**config.mk**
```make
export PLATFORM = sky130hd
export DESIGN_NAME = fwd_scoreboard_unit
export DESIGN_NICKNAME = d
export VERILOG_FILES = /design/src/rtl/fwd_scoreboard_pkg.sv /design/src/rtl/fwd_src_match.sv /design/src/rtl/fwd_scoreboard_unit.sv
export SDC_FILE = /design/constraint.sdc
export NUM_CORES = 1
export LEC_CHECK = 0
export CAP_MARGIN = 0
export CORE_ASPECT_RATIO = 0.9
export CORE_MARGIN = 2
export CORE_UTILIZATION = 25
export CTS_BUF_LIST = sky130_fd_sc_hd__clkbuf_2
export DETAILED_ROUTE_END_ITERATION = 12
export GPL_TIMING_DRIVEN = 0
export PLACE_DENSITY = 0.58
export SLEW_MARGIN = 40
export SYNTH_ARGS = -nofsm -noshare
export SYNTH_HDL_FRONTEND = slang
export SYNTH_SLANG_ARGS = --single-unit
```
**constraint.sdc**
```tcl
create_clock -name CLK -period 2.2 [get_ports CLK]
set_input_delay 0.33 -clock CLK [delete_from_list [all_inputs] [get_ports CLK]]
set_output_delay 0.33 -clock CLK [all_outputs]
set_load 0.1 [all_outputs]
```
**src/rtl/fwd_scoreboard_pkg.sv**
```systemverilog
// fwd_scoreboard_pkg
//   Shared definitions for the forwarding/hazard scoreboard.
//   Provides the default configuration constants and the layout of one
//   tracked pipeline entry (valid, destination register, ready countdown)
//   for the default configuration.
package fwd_scoreboard_pkg;

   localparam int unsigned DEF_NUM_FWD_STAGES = 2;
   localparam int unsigned DEF_NUM_SRC        = 2;
   localparam int unsigned DEF_REG_ADDR_W     = 5;
   localparam int unsigned DEF_MAX_LAT        = 4;
   localparam int unsigned DEF_FLUSH_DEPTH    = 1;
   localparam int unsigned DEF_LAT_W          = $clog2(DEF_MAX_LAT + 1);
   localparam int unsigned DEF_SEL_W          = $clog2(DEF_NUM_FWD_STAGES + 1);

   typedef struct packed {
      logic                      valid;
      logic [DEF_REG_ADDR_W-1:0] rd;
      logic [DEF_LAT_W-1:0]      cnt;
   } fwd_entry_t;

endpackage

```
**src/rtl/fwd_src_match.sv**
```systemverilog
// fwd_src_match
//   Priority matcher for one EX source operand against the tracked entries.
//   Entry k (1 = youngest) is presented at bit/slice k-1 of the flat vectors.
// Ports
//   rs_used    in   source is actually read
//   rs_addr    in   source register address
//   ent_valid  in   per-entry valid
//   ent_ready  in   per-entry result forwardable (countdown reached 0)
//   ent_rd     in   per-entry destination, concatenated
//   sel        out  0 = regfile, k = forward from tracked stage k
//   hit        out  forwarding from a tracked stage
//   stall_req  out  youngest matching producer is not ready yet
module fwd_src_match
   import fwd_scoreboard_pkg::*;
#(
   parameter int unsigned NUM_FWD_STAGES = DEF_NUM_FWD_STAGES,
   parameter int unsigned REG_ADDR_W     = DEF_REG_ADDR_W,
   parameter int unsigned SEL_W          = DEF_SEL_W
) (
   input  logic                                 rs_used,
   input  logic [REG_ADDR_W-1:0]                rs_addr,
   input  logic [NUM_FWD_STAGES-1:0]            ent_valid,
   input  logic [NUM_FWD_STAGES-1:0]            ent_ready,
   input  logic [NUM_FWD_STAGES*REG_ADDR_W-1:0] ent_rd,
   output logic [SEL_W-1:0]                     sel,
   output logic                                 hit,
   output logic                                 stall_req
);

   // Scan oldest to youngest so the youngest match is written last and wins;
   // an older ready producer can never mask a younger unready one.
   always_comb begin
      sel       = '0;
      hit       = 1'b0;
      stall_req = 1'b0;
      for (int unsigned k = NUM_FWD_STAGES; k >= 1; k--) begin
         if (rs_used && ent_valid[k-1] && (rs_addr != '0) &&
             (ent_rd[(k-1)*REG_ADDR_W +: REG_ADDR_W] == rs_addr)) begin
            if (ent_ready[k-1]) begin
               sel       = SEL_W'(k);
               hit       = 1'b1;
               stall_req = 1'b0;
            end else begin
               sel       = '0;
               hit       = 1'b0;
               stall_req = 1'b1;
            end
         end
      end
   end

endmodule

```
**src/rtl/fwd_scoreboard_unit.sv**
```systemverilog
// fwd_scoreboard_unit
//   Forwarding/hazard scoreboard. Tracks in-flight register writers in
//   NUM_FWD_STAGES stages after EX, each with a result-ready countdown, and
//   per EX source selects the youngest matching producer or stalls.
// Ports
//   CLK, nRST     clock, async active-low reset
//   advance       pipeline shifts one stage this cycle
//   flush         kill youngest FLUSH_DEPTH entries (including incoming EX)
//   ex_valid, ex_reg_write, ex_rd, ex_lat   instruction currently in EX
//   rs_used, rs_addr                        consumer sources in EX
//   fwd_sel, fwd_hit, stall                 forwarding / hazard decision
//   stall_count   saturating count of stall cycles
module fwd_scoreboard_unit
   import fwd_scoreboard_pkg::*;
#(
   parameter  int unsigned NUM_FWD_STAGES = DEF_NUM_FWD_STAGES,
   parameter  int unsigned NUM_SRC        = DEF_NUM_SRC,
   parameter  int unsigned REG_ADDR_W     = DEF_REG_ADDR_W,
   parameter  int unsigned MAX_LAT        = DEF_MAX_LAT,
   parameter  int unsigned FLUSH_DEPTH    = DEF_FLUSH_DEPTH,
   localparam int unsigned LAT_W          = $clog2(MAX_LAT + 1),
   localparam int unsigned SEL_W          = $clog2(NUM_FWD_STAGES + 1)
) (
   input  logic                          CLK,
   input  logic                          nRST,
   input  logic                          advance,
   input  logic                          flush,
   input  logic                          ex_valid,
   input  logic                          ex_reg_write,
   input  logic [REG_ADDR_W-1:0]         ex_rd,
   input  logic [LAT_W-1:0]              ex_lat,
   input  logic [NUM_SRC-1:0]            rs_used,
   input  logic [NUM_SRC*REG_ADDR_W-1:0] rs_addr,
   output logic [NUM_SRC*SEL_W-1:0]      fwd_sel,
   output logic [NUM_SRC-1:0]            fwd_hit,
   output logic                          stall,
   output logic [31:0]                   stall_count
);

   typedef struct packed {
      logic                  valid;
      logic [REG_ADDR_W-1:0] rd;
      logic [LAT_W-1:0]      cnt;
   } entry_t;

   entry_t ent_q [NUM_FWD_STAGES:1];
   entry_t ent_d [NUM_FWD_STAGES:1];

   logic [NUM_FWD_STAGES-1:0]            ent_valid;
   logic [NUM_FWD_STAGES-1:0]            ent_ready;
   logic [NUM_FWD_STAGES*REG_ADDR_W-1:0] ent_rd;
   logic [NUM_SRC-1:0]                   stall_req;
   logic [LAT_W-1:0]                     lat_clip;

   function automatic logic [LAT_W-1:0] dec_cnt(input logic [LAT_W-1:0] c);
      return (c == '0) ? '0 : c - LAT_W'(1);
   endfunction

   assign lat_clip = (ex_lat > LAT_W'(MAX_LAT)) ? LAT_W'(MAX_LAT) : ex_lat;

   always_comb begin
      for (int unsigned k = 1; k <= NUM_FWD_STAGES; k++) begin
         ent_valid[k-1]                          = ent_q[k].valid;
         ent_ready[k-1]                          = (ent_q[k].cnt == '0);
         ent_rd[(k-1)*REG_ADDR_W +: REG_ADDR_W] = ent_q[k].rd;
      end
   end

   // Countdowns tick every cycle; position only moves on advance. A stalled
   // consumer leaves a bubble in stage 1, and flush is applied last so it
   // also catches the instruction entering from EX.
   always_comb begin
      for (int unsigned k = 1; k <= NUM_FWD_STAGES; k++) begin
         ent_d[k]     = ent_q[k];
         ent_d[k].cnt = dec_cnt(ent_q[k].cnt);
      end
      if (advance) begin
         for (int unsigned k = 2; k <= NUM_FWD_STAGES; k++) begin
            ent_d[k]     = ent_q[k-1];
            ent_d[k].cnt = dec_cnt(ent_q[k-1].cnt);
         end
         ent_d[1].valid = ex_valid & ex_reg_write & (ex_rd != '0) & ~stall;
         ent_d[1].rd    = ex_rd;
         ent_d[1].cnt   = lat_clip;
      end
      if (flush) begin
         for (int unsigned k = 1; k <= FLUSH_DEPTH; k++) begin
            ent_d[k].valid = 1'b0;
         end
      end
   end

   always_ff @(posedge CLK or negedge nRST) begin
      if (!nRST) begin
         for (int unsigned k = 1; k <= NUM_FWD_STAGES; k++) begin
            ent_q[k] <= '0;
         end
      end else begin
         for (int unsigned k = 1; k <= NUM_FWD_STAGES; k++) begin
            ent_q[k] <= ent_d[k];
         end
      end
   end

   for (genvar i = 0; i < NUM_SRC; i++) begin : g_src
      fwd_src_match #(
         .NUM_FWD_STAGES (NUM_FWD_STAGES),
         .REG_ADDR_W     (REG_ADDR_W),
         .SEL_W          (SEL_W)
      ) u_match (
         .rs_used   (rs_used[i]),
         .rs_addr   (rs_addr[i*REG_ADDR_W +: REG_ADDR_W]),
         .ent_valid (ent_valid),
         .ent_ready (ent_ready),
         .ent_rd    (ent_rd),
         .sel       (fwd_sel[i*SEL_W +: SEL_W]),
         .hit       (fwd_hit[i]),
         .stall_req (stall_req[i])
      );
   end

   assign stall = |stall_req;

   always_ff @(posedge CLK or negedge nRST) begin
      if (!nRST) begin
         stall_count <= '0;
      end else if (stall && (stall_count != '1)) begin
         stall_count <= stall_count + 32'd1;
      end
   end

endmodule
```
==> flow_metrics.py, run 1 <==
metrics = {
    "layout": {
        "final_cell_count_no_fill": 469,
        "final_design_area_no_fill_sq_um": 3920,
        "flow.area_growth_from_synthesis_pct": 47.2,
        "multi_input_area_sq_um": 1480,
        "nFillCells": 1015,
        "seq_area_sq_um": 1320,
        "antennaDiodeCount": 0,
        "share_of_final_layout_standard_cells_stronger_than_drive_strength_1_pct": 45.9,
        "finalNetCount": 370,
    },
    "outcome": {
        "outcome": "complete, but fails checks",
        "violations_in_the_final_reports": "negative setup slack",
    },
    "power": {
        "fin_total_pwr_mw": 1.98,
        "maximum_ir_drop_on_the_vdd_rail_mv": 0.222,
        "leakagePower_nw": 1.68,
        "areal_power_density_over_the_cells_nw_per_um2": 506,
    },
    "route": {
        "route.detailed.vias_per_inst": 4.66,
        "wl_um": 7090,
        "pre_repair_dr_iteration_count": 4,
        "drt_wl_cell_um": 15.1,
        "drtIter0Drc": 149,
        "drcViolationCount": 0,
        "ant_nets": 0,
        "dr_total_vias": 2184,
    },
    "logic_synthesis": {
        "post_synth_xor_area_fraction_pct": 16.4,
        "synth.ff_latch_count": 50,
        "synth_async_sr_flop_share_pct": 100,
        "synth.mux.area_fraction_pct": 5.92,
        "ys_types": 39,
        "synth_top_family_by_area": "simple AND/OR/NAND/NOR gates",
        "ys_seq_area_share_pct": 47.0,
        "postSynthCellCount": 246,
        "synth-warning-count": 0,
        "total_nets_after_synthesis": 277,
        "adder_cell_share_of_the_synthesized_area_pct": 2.35,
        "synthesis.area_sq_um": 2660,
        "basic_gate_share_of_the_synthesized_area_counting_and_or_nand_and_nor_cells_pct": 20.0,
        "number_of_flops_mapped_to_enable_cells_by_yosys": 0,
        "synth_area_per_cell_sq_um": 10.8,
        "synthFlopType": "sky130_fd_sc_hd__dfrtp_1",
        "synth_compound_gate_area_share_pct": 4.51,
    },
    "clock_tree": {
        "cts.sinks": 50,
        "cts_made_buffers": 5,
        "clock_tree.root_cell": "sky130_fd_sc_hd__clkbuf_2",
        "clock_tree.htree_level_count": 2,
        "cts_max_path_buffers": 2,
        "tritoncts": "done",
        "clk_transition_reported_paths_ns": 0.31,
        "clk_latency_ns": 0.46,
    },
    "global_route": {
        "grt_pass1_wl_um": 11200,
        "antenna_violations_before_repair": 0,
        "global_route_congestion_overflow_total": 0,
        "groute.usage.overall_pct": 12.1,
        "grt_max_degree": 31,
        "grt_pass1_vias": 2159,
    },
    "timing": {
        "post-route-period-util_pct": 117,
        "report.final.slew_viol_count": 0,
        "fin_tns_setup_ns": -2.16,
        "fmax_mhz": 387,
        "tmin_final_ns": 2.58,
        "report.final.setup_viol": 21,
        "worst_slew_pin_slew_ns": 0.572,
        "report.final.hold_viol_count": 0,
        "setup_slack_ns": -0.384,
        "clock_skew_ns": 0.0413,
        "timing.slew.headroom_pct": 61.9,
        "rsz0062_at_grt": "yes",
    },
    "floorplan": {
        "core_area_sq_um": 10300,
        "ioPinCount": 65,
        "floorplan.die_area_sq_um": 11500,
        "row_count": 35,
        "overall_die_height_um": 102,
        "initial_utilization_pct": 25.9,
        "floorplan.die.width_um": 113,
    },
    "placed_design": {
        "dp_worst_setup_slack_ns": -0.967,
        "io_buffers": 64,
        "placedInstanceArea_sq_um": 3460,
        "detailedPlacementHpwl_um": 4960,
        "final_gp_congestion": 0.809,
        "dpl.cell_count": 440,
    },
    "setup_path": {
        "critPathMaxFanout": 4,
        "critical_path.reg2reg.endpoint": "stall_count[1]",
        "critPathRequiredTime_ns": 1.87,
        "critical_path.endpoint_type": "output pin",
        "worstRegToRegCells": 10,
        "start_of_the_worst_register_to_register_path": "ent_q[7]",
        "timing.critical_path.from": "rs_addr[0]",
        "worstSetupPathType": "in2out",
        "worstPathArrival_ns": 2.25,
        "startpoint_type": "primary input",
        "endpoint": "stall",
        "setup.reg_to_reg.worst_slack_ns": -0.07,
    },
    "min_path": {
        "worst_hold_check_path_type": "in2async",
    },
    "job": {
        "drv.max_cap_violation_count": 0,
    },
}
==> synth_stat cells, types with 4 or more instances <==
| master | n | area (sq um) |
|---|---|---|
| sky130_fd_sc_hd__xor2_1 | 10 | 87.6 |
| sky130_fd_sc_hd__nand4_1 | 15 | 93.8 |
| sky130_fd_sc_hd__mux2_2 | 13 | 146 |
| sky130_fd_sc_hd__nand2_1 | 8 | 30.0 |
| sky130_fd_sc_hd__and3_1 | 14 | 87.6 |
| sky130_fd_sc_hd__xnor2_1 | 40 | 350 |
| sky130_fd_sc_hd__ha_1 | 5 | 62.6 |
| sky130_fd_sc_hd__nor2_1 | 10 | 37.5 |
| sky130_fd_sc_hd__and2_1 | 6 | 37.5 |
| sky130_fd_sc_hd__nor4_1 | 4 | 25.0 |
| sky130_fd_sc_hd__nand3_1 | 22 | 110 |
| sky130_fd_sc_hd__inv_1 | 8 | 30.0 |
| sky130_fd_sc_hd__dfrtp_1 | 50 | 1250 |
==> metrics by stage <==
step           hold WS [ns]  utilization (%)
2_1_floorplan        0.0344                -
3_3_place_gp          0.475             35.3
3_5_place_dp          0.243             33.6
4_1_cts               0.207             36.3
5_1_grt               0.216             38.1
6_report              0.238             38.1
==> sequential cells by signal (all words and copies together) (netlist names) <==
signal and cells:
stall_count 32, ent_q 18
==> report_power, final <==
group | internal [mW] | switching [mW] | total (mW) | leakage (nW)
Combinational | 0.188 | 0.234 | 0.422 | 1.03
Clock | 0.200 | 0.332 | 0.532 | 0.0411
Sequential | 0.977 | 0.0522 | 1.03 | 0.612
Total | 1.37 | 0.618 | 1.98 | 1.68
==> routing by layer <==
layer	GRT usage, %	part of all wire (%)
met1	16.9	48
met3	2.79	5.1
met5	0	0
met4	3.19	1.3
met2	19.1	45
==> worst min path at each step <==
stage / startpoint / endpoint / slack, ns / depth (start not counted)
after floorplan: nRST / ent_q[0] / 0.03 / 0
after global placement: stall_count[29] / stall_count[29] / 0.48 / 1
after detailed placement: nRST / stall_count[0] / 0.24 / 1
after CTS: nRST / ent_q[9] / 0.21 / 2
after global routing: nRST / ent_q[9] / 0.22 / 2
final: nRST / ent_q[9] / 0.24 / 2
==> kinds of logic (layout without fill, tap and decap cells) <==
logic type	Yosys count	after routing
AO/OA/AOI/OAI	14	14
XOR/XNOR	50	50
adder cells (fa/ha/maj)	5	5
buffers and inverters	18	112
flip-flops	50	50
multiplexers	14	14
AND/OR/NAND/NOR	95	95
==> worst max-delay path: stages <==
cell and delay [ns]:
sky130_fd_sc_hd__clkdlybuf4s15_2 0.21, sky130_fd_sc_hd__or4_4 0.51, sky130_fd_sc_hd__o21ai_2 0.18, sky130_fd_sc_hd__buf_4 0.14, sky130_fd_sc_hd__nor4_4 0.04, sky130_fd_sc_hd__buf_4 0.16, sky130_fd_sc_hd__o22ai_2 0.21, sky130_fd_sc_hd__o2bb2ai_4 0.16
sky130_fd_sc_hd__buf_6 0.14, sky130_fd_sc_hd__buf_12 0.16
==> area by class of cell <==
| class | count | share of cell area, % |
|---|---|---|
| inverters | 8 | 0.766 |
| well taps | 129 | 4.12 |
| clock inverters | 3 | 1.24 |
| multi-input cells | 178 | 37.7 |
| plain buffers | 7 | 1.63 |
| repair buffers | 89 | 20.2 |
| clock buffers | 5 | 0.638 |
| flip-flops and latches | 50 | 33.7 |
==> what timing repair did <==
| action | CTS | global route |
|---|---|---|
| endpoints found under the hold margin | 31 | 0 |
| gates cloned | 0 | 2 |
| buffers inserted | 12 | 9 |
| endpoints found under the setup margin | 38 | 39 |
| gates resized for setup | 62 | 15 |
| hold buffers | 1 | 0 |
| pin swaps | 16 | 12 |
==> placed cells by master, fill, tap and decap left out, drive strengths merged, types with 2 or more instances in the layout <==
cell type      synthesis  routed
or4                    3       3
and3                  14      14
nand2                  9       9
xnor2                 40      40
clkdlybuf4s50          0      16
nand4b                 2       2
and2                   6       6
dfrtp                 50      50
o21ai                  2       2
nor2b                  2       2
ha                     5       5
inv                    8       9
nor4                   4       4
xor2                  10      10
nor3                   4       4
clkbuf                 1       9
o22ai                  3       3
a21oi                  2       2
clkdlybuf4s15          0       3
buf                    9      70
nand4                 15      15
dlygate4sd2            0       2
mux2                  14      14
nor2                  10      10
or2                    3       3
nand3                 22      22
(Power assumes the default switching activity.)
==> inputs of run 2 (changes only) <==
Settings changed: CORE_UTILIZATION 25 to 51, PLACE_DENSITY 0.58 to 0.94, SETUP_SLACK_MARGIN from default to 0.1, SLEW_MARGIN 40 to default.
==> flow_metrics.py, run 2 (same netlist as run 1, synthesis figures left out) <==
metrics = {
    "floorplan": {
        "core_area_sq_um": 4920,
        "floorplan.die.width_um": 80.2,
        "ioPinCount": 65,
        "floorplan.die_area_sq_um": 5820,
        "initial_utilization_pct": 54.1,
        "row_count": 24,
        "overall_die_height_um": 72.5,
    },
    "power": {
        "areal_power_density_over_the_cells_nw_per_um2": 460,
        "power_frac_comb_pct": 22.6,
        "p_int_mw": 1.24,
        "power.share.switching_pct": 32.5,
        "power_switching_mw": 0.595,
        "p_clk_share_pct": 20.7,
        "seq_power_share_pct": 56.7,
        "leakagePower_nw": 1.66,
        "maximum_ir_drop_on_the_vdd_rail_mv": 0.616,
        "fin_total_pwr_mw": 1.83,
    },
    "outcome": {
        "violations_in_the_final_reports": "negative setup slack",
        "outcome": "complete, but fails checks",
    },
    "global_route": {
        "grt_pass1_wl_um": 11500,
        "grt-busiest-layer": "met2",
        "antenna_violations_before_repair": 0,
        "grt_pass1_vias": 2263,
        "groute.usage.overall_pct": 26.1,
        "grt_max_degree": 35,
        "global_route_congestion_overflow_total": 0,
        "grtUsageMet1_pct": 33.9,
        "grt_util_met3_pct": 4.98,
        "grtUsageMet2_pct": 44.7,
    },
    "setup_path": {
        "cpLargestDelayFamily": "flip-flops",
        "critPathMaxFanout": 4,
        "startpoint_type": "flip-flop",
        "setup.reg_to_reg.worst_slack_ns": -0.15,
        "worstSetupPathType": "reg2out",
        "critical_path.reg2reg.endpoint": "ent_q[8]",
        "worstRegToRegCells": 11,
        "critical_path.endpoint_type": "output pin",
        "crit_buf_inv": 3,
        "worstPathCellList": "xnor2_1, nand4_1, nor4_4, buf_4, o22ai_2, o2bb2ai_4, buf_6, buf_12",
        "worstPathArrival_ns": 2.26,
        "critPathRequiredTime_ns": 1.87,
        "delay_of_the_slowest_critical_path_stage_ns": 0.50,
        "start_of_the_worst_register_to_register_path": "ent_q[7]",
        "critical_path.slowest_cell": "sky130_fd_sc_hd__dfrtp_1",
    },
    "layout": {
        "final_design_area_no_fill_sq_um": 3980,
        "finalNetCount": 367,
        "biggestRegsByFlops": "stall_count (32), ent_q (18)",
        "share_of_final_layout_standard_cells_stronger_than_drive_strength_1_pct": 48.4,
        "number_of_flip_flops_in_the_largest_register": 32,
        "final_core_util_pct": 80.7,
        "flow.area_growth_from_synthesis_pct": 49.3,
        "most-common-layout-cells": "sky130_fd_sc_hd__xnor2_1 (35), sky130_fd_sc_hd__clkbuf_2 (30), sky130_fd_sc_hd__dfrtp_2 (21), sky130_fd_sc_hd__dfrtp_1 (17), sky130_fd_sc_hd__clkdlybuf4s50_1 (16)",
        "final_cell_count_no_fill": 402,
        "antennaDiodeCount": 0,
        "largest-register": "stall_count",
        "most_common_cell_after_layout_fill_and_taps_aside": "sky130_fd_sc_hd__xnor2_1",
    },
    "placed_design": {
        "io_buffers": 64,
        "dpl.cell_count": 376,
        "final_gp_congestion": 0.908,
        "detailedPlacementHpwl_um": 4870,
        "placedInstanceArea_sq_um": 3600,
    },
    "timing": {
        "report.final.setup_viol": 32,
        "clock_skew_ns": 0.0321,
        "rsz0062_at_grt": "yes",
        "timing.slew.headroom_pct": 36.7,
        "fin_hold_ws_ns": 0.282,
        "setup_slack_ns": -0.393,
        "worst_slew_pin_slew_ns": 0.953,
        "report.final.slew_viol_count": 0,
        "tmin_final_ns": 2.59,
        "fmax_mhz": 386,
        "post-route-period-util_pct": 118,
        "report.final.hold_viol_count": 0,
    },
    "route": {
        "drtIter0Drc": 226,
        "ant_nets": 0,
        "drcViolationCount": 0,
        "dr_total_vias": 2314,
        "drt_wl_cell_um": 19.1,
        "route.detailed.vias_per_inst": 5.76,
        "pre_repair_dr_iteration_count": 4,
        "wl_um": 7690,
    },
    "clock_tree": {
        "clock_tree.htree_level_count": 2,
        "clk_latency_ns": 0.45,
        "tritoncts": "done",
        "cts_max_path_buffers": 2,
        "clk_transition_reported_paths_ns": 0.27,
        "cts.sinks": 50,
        "cts_made_buffers": 5,
        "clock_tree.root_cell": "sky130_fd_sc_hd__clkbuf_2",
    },
    "job": {
        "drv.max_cap_violation_count": 0,
    },
    "min_path": {
        "worst_hold_check_path_type": "in2async",
    },
}
[run 2: cell types whose count changed in the layout (fill, tap and decap cells not counted), sizes merged]
cell           delta
clkdlybuf4s15    +11
bufinv            -1
clkinv            +2
clkbuf           +25
buf              -38
clkinvlp          -1
inv               -1
[run 2: cell type report]
cell class | instances | area [sq um]
flip-flops and latches | 50 | 1320
plain buffers | 8 | 76.3
fillers | 264 | 950
repair buffers | 85 | 861
inverters | 8 | 30.0
well taps | 65 | 81.3
clock buffers | 6 | 30.0
clock inverters | 2 | 8.76
multi-input cells | 178 | 1570
[run 2: through the flow]
step	setup slack [ns]	setup TNS (ns)
CTS	-0.349	-1.77
global route	-0.531	-7.60
detailed placement	-1.66	-26.23
finish	-0.393	-3.08
global placement	-1.59	-59.25
floorplan	-0.420	-0.840
[run 2: how the worst max path moves through the flow]
stage               cells past startpoint    endpoint  slack (ns)       start
floorplan                               6  fwd_hit[0]       -0.42  rs_addr[1]
global placement                        8       stall       -1.59  rs_addr[9]
detailed placement                      8       stall       -1.66  rs_addr[4]
CTS                                     8       stall       -0.35    ent_q[3]
global route                            8       stall       -0.53    ent_q[7]
finish                                  8       stall       -0.39    ent_q[7]
[run 2: per-layer routing]
layer,vias up,wire length [um]
met4,0,216
met3,23,547
met2,121,3860
met1,1131,3060
li1,1039,-
met5,-,0
[run 2: power groups by stage]
stage                     Clock (mW)  Sequential [mW]  Combinational, mW
after floorplan                    0             1.11              0.160
after global placement             0             1.05              0.337
after detailed placement           0             1.05              0.351
after CTS                      0.371             1.03              0.381
after global routing           0.416             1.05              0.441
final                          0.379             1.04              0.414
[run 2: repair_timing]
| action | in CTS | in global routing |
|---|---|---|
| gates cloned | 0 | 3 |
| pin swaps | 17 | 19 |
| buffers inserted | 10 | 7 |
| gates resized for setup | 148 | 68 |
| endpoints found under the setup margin | 72 | 65 |
| endpoints found under the hold margin | 16 | 0 |
| hold buffers | 1 | 0 |
